===== src/rtl/uart_pkg.sv =====
// Shared types and constants for the UART byte receiver.
package uart_pkg;

   typedef enum logic [2:0] {
      IDLE,
      START,
      DATA,
      STOP,
      BREAK
   } rx_state_t;

   localparam int unsigned DEFAULT_CLKS_PER_BIT = 104;
   localparam int unsigned FRAME_DATA_BITS      = 8;

   // Two-of-three vote used to reject single-sample glitches at mid-bit.
   function automatic logic maj3(input logic a, input logic b, input logic c);
      return (a & b) | (a & c) | (b & c);
   endfunction

endpackage


===== src/rtl/uart_sync.sv =====
// N-flop synchroniser for an asynchronous, idle-high input.
module uart_sync #(
   parameter int unsigned N = 2
) (
   input  logic clk,
   input  logic rst_n,
   input  logic d_i,
   output logic q_o
);

   logic [N-1:0] sync_q;

   // Resets to 1 so the idle line is not mistaken for a start bit.
   always_ff @(posedge clk or negedge rst_n) begin
      if (!rst_n) begin
         sync_q <= '1;
      end else begin
         sync_q <= {sync_q[N-2:0], d_i};
      end
   end

   assign q_o = sync_q[N-1];

endmodule


===== src/rtl/uart_byte_rx.sv =====
// 8N1 UART receiver: majority-vote mid-bit sampling, start/stop validation,
// one-entry valid/ready holding buffer with frame error, break and overrun flags.
module uart_byte_rx
   import uart_pkg::*;
#(
   parameter int unsigned CLKS_PER_BIT = DEFAULT_CLKS_PER_BIT,
   parameter int unsigned SYNC_STAGES  = 2
) (
   input  logic       clk_12,
   input  logic       rst_n,
   input  logic       uart,
   output logic [7:0] rx_data,
   output logic       rx_valid,
   input  logic       rx_ready,
   output logic       frame_err,
   output logic       overrun,
   output logic       break_det
);

   localparam int unsigned TW  = $clog2(CLKS_PER_BIT);
   localparam int unsigned IW  = $clog2(FRAME_DATA_BITS);
   localparam int unsigned MID = CLKS_PER_BIT / 2;

   localparam logic [TW-1:0] T_LOAD  = TW'(CLKS_PER_BIT - 1);
   localparam logic [TW-1:0] T_EARLY = TW'(MID + 1);
   localparam logic [TW-1:0] T_MID   = TW'(MID);
   localparam logic [TW-1:0] T_LATE  = TW'(MID - 1);
   localparam logic [IW-1:0] IDX_LAST = IW'(FRAME_DATA_BITS - 1);

   logic                       line;
   rx_state_t                  state_q, state_d;
   logic [TW-1:0]              timer_q, timer_d;
   logic [IW-1:0]              idx_q, idx_d;
   logic [FRAME_DATA_BITS-1:0] shift_q, shift_d;
   logic [1:0]                 smp_q, smp_d;
   logic                       vote;
   logic                       deliver_c;
   logic                       ferr_c;

   logic [7:0]                 rx_data_q;
   logic                       rx_valid_q;
   logic                       frame_err_q;
   logic                       overrun_q;
   logic                       break_det_q;

   uart_sync #(
      .N (SYNC_STAGES)
   ) u_sync (
      .clk   (clk_12),
      .rst_n (rst_n),
      .d_i   (uart),
      .q_o   (line)
   );

   // Frame recovery state and bit timing.
   always_ff @(posedge clk_12 or negedge rst_n) begin
      if (!rst_n) begin
         state_q <= IDLE;
         timer_q <= '0;
         idx_q   <= '0;
         shift_q <= '0;
         smp_q   <= '1;
      end else begin
         state_q <= state_d;
         timer_q <= timer_d;
         idx_q   <= idx_d;
         shift_q <= shift_d;
         smp_q   <= smp_d;
      end
   end

   always_comb begin
      state_d   = state_q;
      timer_d   = timer_q;
      idx_d     = idx_q;
      shift_d   = shift_q;
      smp_d     = smp_q;
      deliver_c = 1'b0;
      ferr_c    = 1'b0;
      vote      = maj3(smp_q[1], smp_q[0], line);

      // The first two votes are captured just before the decision point.
      if (timer_q == T_EARLY || timer_q == T_MID) begin
         smp_d = {smp_q[0], line};
      end
      if (timer_q != '0) begin
         timer_d = timer_q - 1'b1;
      end

      case (state_q)
         IDLE: begin
            if (!line) begin
               state_d = START;
               timer_d = T_LOAD;
            end
         end
         START: begin
            if (timer_q == T_LATE && vote) begin
               state_d = IDLE;
            end else if (timer_q == '0) begin
               state_d = DATA;
               idx_d   = '0;
               timer_d = T_LOAD;
            end
         end
         DATA: begin
            if (timer_q == T_LATE) begin
               shift_d[idx_q] = vote;
            end
            if (timer_q == '0) begin
               timer_d = T_LOAD;
               if (idx_q == IDX_LAST) begin
                  state_d = STOP;
               end else begin
                  idx_d = idx_q + 1'b1;
               end
            end
         end
         STOP: begin
            // Leaving at mid-stop lets the next start edge be caught early.
            if (timer_q == T_LATE) begin
               state_d = IDLE;
               if (vote) begin
                  deliver_c = 1'b1;
               end else if (shift_q == '0) begin
                  state_d = BREAK;
               end else begin
                  ferr_c = 1'b1;
               end
            end
         end
         BREAK: begin
            if (line) begin
               state_d = IDLE;
            end
         end
         default: begin
            state_d = IDLE;
         end
      endcase
   end

   // Holding buffer and status flags.
   always_ff @(posedge clk_12 or negedge rst_n) begin
      if (!rst_n) begin
         rx_data_q   <= '0;
         rx_valid_q  <= 1'b0;
         frame_err_q <= 1'b0;
         overrun_q   <= 1'b0;
         break_det_q <= 1'b0;
      end else begin
         frame_err_q <= ferr_c;
         overrun_q   <= 1'b0;
         break_det_q <= (state_d == BREAK);
         if (deliver_c) begin
            if (!rx_valid_q || rx_ready) begin
               rx_data_q  <= shift_q;
               rx_valid_q <= 1'b1;
            end else begin
               overrun_q <= 1'b1;
            end
         end else if (rx_valid_q && rx_ready) begin
            rx_valid_q <= 1'b0;
         end
      end
   end

   assign rx_data   = rx_data_q;
   assign rx_valid  = rx_valid_q;
   assign frame_err = frame_err_q;
   assign overrun   = overrun_q;
   assign break_det = break_det_q;

endmodule


===== config.mk =====
export PLATFORM = sky130hd
export DESIGN_NAME = uart_byte_rx
export DESIGN_NICKNAME = d
export VERILOG_FILES = /design/src/rtl/uart_pkg.sv /design/src/rtl/uart_sync.sv /design/src/rtl/uart_byte_rx.sv
export SDC_FILE = /design/constraint.sdc
export NUM_CORES = 1
export LEC_CHECK = 0
export CAP_MARGIN = 20
export CELL_PAD_IN_SITES_DETAIL_PLACEMENT = 0
export CELL_PAD_IN_SITES_GLOBAL_PLACEMENT = 1
export CORE_MARGIN = 2
export CORE_UTILIZATION = 45
export DETAILED_ROUTE_END_ITERATION = 8
export PLACE_DENSITY = 0.88
export RECOVER_POWER = 100
export SKIP_LAST_GASP = 1
export SLEW_MARGIN = 20
export SYNTH_ARGS = -nofsm -noshare
export SYNTH_HDL_FRONTEND = slang
export SYNTH_HIERARCHICAL = 1
export SYNTH_SLANG_ARGS = --single-unit

===== constraint.sdc =====
create_clock -name clk_12 -period 5.01 [get_ports clk_12]
set_input_delay 1.503 -clock clk_12 [delete_from_list [all_inputs] [get_ports clk_12]]
set_output_delay 1.503 -clock clk_12 [all_outputs]
set_load 0.01 [all_outputs]

## Word level (Yosys, flattened, before mapping)

Cells that the tools add are included.
W data, S select, Z words.

- Output and inout port bits: 12
- ROM bits: 0
- Logic and storage cells: 85
- Bits in registers: 37
- Bits in latches: 0
- Bits of input ports: 4
- RAM bits: 0
- Memories kept: 0

- Shifts and indexed selects: 0
- Reduce and logical (&&, ||, !) cells: 16
- Divide/modulo/power cells: 0
- $lt $le $gt $ge: 2
- Eq/ne operators: 14
- Add/sub/neg operators: 2
- Bitwise gates (word level): 5
- Muxes and demuxes: 35
- Multipliers: 0

Operators with widths:

| operator | count |
|---|---|
| $mux W3 | 13 |
| $mux W7 | 4 |
| $eq A7 B6 Y1 const B | 3 |
| $pmux W7 S3 | 1 |
| $pmux W3 S5 | 1 |
| $mux W1 | 13 |
| $eq A3 B3 Y1 const B | 3 |
| $bwmux W8 | 1 |
| $logic_not A8 Y1 | 1 |
| $ne A2 B2 Y1 const B | 4 |
| $logic_not A7 Y1 | 1 |
| $reduce_bool A7 Y1 | 1 |
| $sub A7 B1 Y7 const B | 1 |
| $eq A3 B2 Y1 const B | 2 |
| $pmux W3 S2 | 1 |
| $reduce_and A2 Y1 | 3 |
| $reduce_and A5 Y1 | 1 |
| $lt A3 B4 Y1 const B | 1 |
| $reduce_bool A2 Y1 | 2 |
| $add A3 B1 Y3 const B | 1 |
| $and A1 B1 Y1 | 3 |
| $demux W1 S3 | 1 |
| $eq A3 B1 Y1 const B | 1 |
| $ge A3 B1 Y1 const B | 1 |
| other kinds (6) | 10 |

## Depth between registers and ports, before layout

- Depth after elaboration: 8
- Gate-level depth with buffers: 9
- Mapped depth without buffers: 8

## Hierarchy

The synthesis kept the hierarchy.

By module, submodules not included:

| module | area an instance (um^2) | cells an instance | instances | sequential area each (um^2) |
|---|---|---|---|---|
| uart_byte_rx | 1813.0 | 153 | 1 | 878.3 |
| uart_sync | 52.6 | 2 | 1 | 52.6 |

## Least setup slack after synthesis

No wires, ideal clock.

- Path kind: in2reg
- Start point: input port rx_ready
- End point: register rx_data_q[0] (netlist: rx_data[0])
- Data arrival time: 2.223 ns
- Cell stages on the path: 4
- Setup slack: 2.660 ns
- Library setup time: 0.127 ns
- Data required time: 4.883 ns
- Buffers on the path: 1
- Cell sequence: nand2b_1 > nor2b_1 > buf_4 > mux2_1

- Cells in the longest elaborated chain, start to end: 2

Ends and longest elaborated chain:

| element | line | text |
|---|---|---|
| from (decl) | uart_byte_rx.sv:14 | `input logic rx_ready,` |
| $logic_or A1 B1 Y1 | uart_byte_rx.sv:156 | `if (!rx_valid_q \|\| rx_ready) begin` |
| $reduce_and A2 Y1 (no source line) | - |  |
| to (signal assigned) | uart_byte_rx.sv:157 | `rx_data_q <= shift_q;` |
| to (decl) | uart_byte_rx.sv:40 | `logic [7:0] rx_data_q;` |

Every way passes these cells.
A chain may end at the register's enable or synchronous reset.

==> qor.csv <==
metric,value,unit
clk_lat worst skew,0.28,ns
final hold slack,0.365,ns
Final Total Pwr,570,uW
fin nets,181,
Worst Hold Class,reg2reg,
Critical Path Stages,2,
Internal Power,464,uW
critical path type,in2async,
Pleak,0.000973,uW
# fillers,348,
startpoint type of the worst setup path,input port,
"delay-heaviest family, CP",buffers and inverters,
gr usage total,16.9,%
"slowest stage delay, CP",1.42,ns
adder-cell share of the synthesized area,5.30,%
"commonest cells after routing, fill and taps aside","33 x dfrtp_1, 16 x mux2_1, 15 x dlygate4sd3_1",
CTS tree,done,
CTS Sinks,37,
main flop type after synthesis,dfrtp_1,
GRT overflow,0,
Synth async-reset ratio,100,%
post_cts resized,0,
Worst Path Buf+Inv,2,
fin. max-slew vios,38,
H-tree depth,2,
Sw Share,18.6,%
WL final,3410,um
Die ar.,0.00468,mm^2
Simple-Gate Fraction of Synth Area,19.9,%
"most common cell after layout, fill and taps aside",dfrtp_1,
failing checks,"max-capacitance violations, max-slew violations",
detailed-route via count,1239,
clock skew,0.00548,ns
Post-Synthesis Cells,155,
hold depth,0,
crit-path cells,"dlygate4sd3_1, clkbuf_1",
PortBufs,15,
row cnt,23,
pwr dens,268,mW/mm^2
Mapped Nets,166,
area grow syn2layout,14.2,%
CP Max Fanout,37,
power share of the clock group,45.9,%
chip width,68.4,um
CP max-delay cell,clkbuf_1,
Comb power frac,1.4,%
largest family of logic cells by synthesized area,simple AND/OR/NAND/NOR gates,
First DRT Iteration DRCs,42,
synthesized cell area,0.00187,mm^2
Rel. slew slack,-32.6,%
Antenna Violating Nets Remaining,0,
Final GP Congestion,0.866,
final worst slack,1.55,ns
starting density of the core,46.6,%
"Seq/Total Area, Yosys",49.9,%
CP Data Arrival Time,3.46,ns
Die Ht,68.4,um
CP Capture Type,async pin,
Vias/cell,5.61,
endpoints failing setup,0,
post-synthesis mux area share,13.0,%
CP required,5.02,ns
Compound-Gate Fraction of Synth Area,7.44,%
Post-CTS Setup Bufs,0,
outcome,finished with violations,
Root Driver,clkbuf_8,
Max Cap Viol,1,
Layout Cells excl Fill,221,
first-pass GRT wire length,5780,um
CTS buffer count,5,
CTS Hold Bufs,0,
Core ar.,0.00400,mm^2
WL/cell,15.4,um
largest net degree at the start of global routing,38,
post-synthesis cell type count,46,
setup TNS,0,ns
min Tclk post-route,3.46,ns
initial antenna violation count,0,
FF+latch area,931,um^2
DP Cell Count,213,
area of the multi-input gates,856,um^2
Synth Warn #,6,
Synth area leaders,"dfrtp_1 44%, mux2_1 9.7%, dfstp_2 5.6%, ha_1 4.7%, mux2i_1 2.1%",
pre-CTS WS,1.82,ns
CTS max path bufs,2,
syn avg cell area,12.0,um^2
Flop pwr share,52.8,%
number of enable flip-flop cells after synthesis,0,
number of diodes,0,
"FF+latch count, synth",37,
R2R Setup Slk,2.49,ns
detailed-route DRC error count,0,
"IR drop worst, VDD",0.000208,V
Net Sw Power,106,uW
I/O Pins,16,
Final Hold Viols,0,
Final Cycle Share,69.0,%
Synth Area in XOR/XNOR,1.41,%
post-synth top area cell,dfrtp_1,
maximum clock rate,289,MHz
TritonRoute pass-1 iters,4,
top-area cell type share of the netlist area,44.3,%
worst r2r path cells,5,
layout cells sized above 1,11.1,%
worst slew pin tran,1.99,ns
RSZ-0062 raised after global routing,no,
DPL Wire Length,2500,um
clk slew on worst S/H paths,0.07,ns
number of global-route vias before repair,1247,
[layer usage]
| layer | wire length [um] | track usage (%) | up-vias |
|---|---|---|---|
| met4 | 53 | 6.00 | 0 |
| met5 | 0 | 0 | - |
| met1 | 1580 | 20.9 | 616 |
| met3 | 91 | 4.11 | 7 |
| met2 | 1680 | 28.4 | 17 |
| li1 | - | - | 599 |
[final timing paths]
path                                        from               end
worst max register to register        timer_q[0]        rx_data[3]
worst min register to register  u_sync/sync_q[0]  u_sync/sync_q[1]
worst min-delay path            u_sync/sync_q[0]  u_sync/sync_q[1]
min in group asynchronous                  rst_n          idx_q[1]
max in group clk_12                     rx_ready        rx_data[3]
worst max-delay path                       rst_n        timer_q[0]
[power by group through the flow]
| stage | sequential [uW] | combinational, uW | clock [uW] |
|---|---|---|---|
| 5_1_grt | 301 | 8.95 | 280 |
| 2_1_floorplan | 306 | 0.149 | 0 |
| 3_3_place_gp | 307 | 8.64 | 0 |
| 6_report | 301 | 7.73 | 262 |
| 3_5_place_dp | 307 | 8.96 | 0 |
| 4_1_cts | 301 | 9.03 | 269 |
[registers in the layout (all words and copies together), names as in the netlist]
name,flops
rx_data,8
shift_q,8
timer_q,7
idx_q,3
state_q,3
smp_q,2
u_sync/sync_q,2
break_det,1
frame_err,1
overrun,1
rx_valid,1
[logic make-up (layout without fill, tap and decap cells)]
group | after synthesis | in the layout
xor gates and xnor gates | 3 | 3
and+or+nand+nor | 56 | 56
muxes | 22 | 22
adders and majority gates | 8 | 8
buffers and inverters | 11 | 27
DFF | 37 | 37
AOI/OAI and AO/OA | 18 | 18
[area by class of cell]
cell class	instances	area share, %
Sequential cell	37	43.7
Multi-Input combinational cell	107	40.2
Timing Repair Buffer	16	7.22
Clock buffer	7	4.05
Tap cell	50	2.94
Clock inverter	1	1.41
Inverter	3	0.528
[per-stage QoR]
stage	util, %	cell area [um^2]
finish	53.3	2130
global route	53.3	2130
CTS	53.9	2160
detailed placement	51.0	2040
global placement	51.0	2040
floorplan	-	1870
[synth_stat cells, types with 2 or more instances]
cell type and count:
buf_4 3, o21a_1 3, dfrtp_1 33, o211ai_1 2, nand2_1 7, buf_2 4, dfstp_2 4, a22oi_1 2
nor4b_1 2, o2bb2ai_1 3, nor4_1 4, mux2_2 2, nand3_1 3, nor2_1 8, a31oi_1 2, mux2i_1 4
nor2b_1 3, nor3b_2 3, nand3b_1 3, xnor2_1 2, inv_1 2, nand4_1 3, nor3_1 7, and3b_1 3
ha_1 7, mux2_1 16
Power figures use the tool's default switching activity.
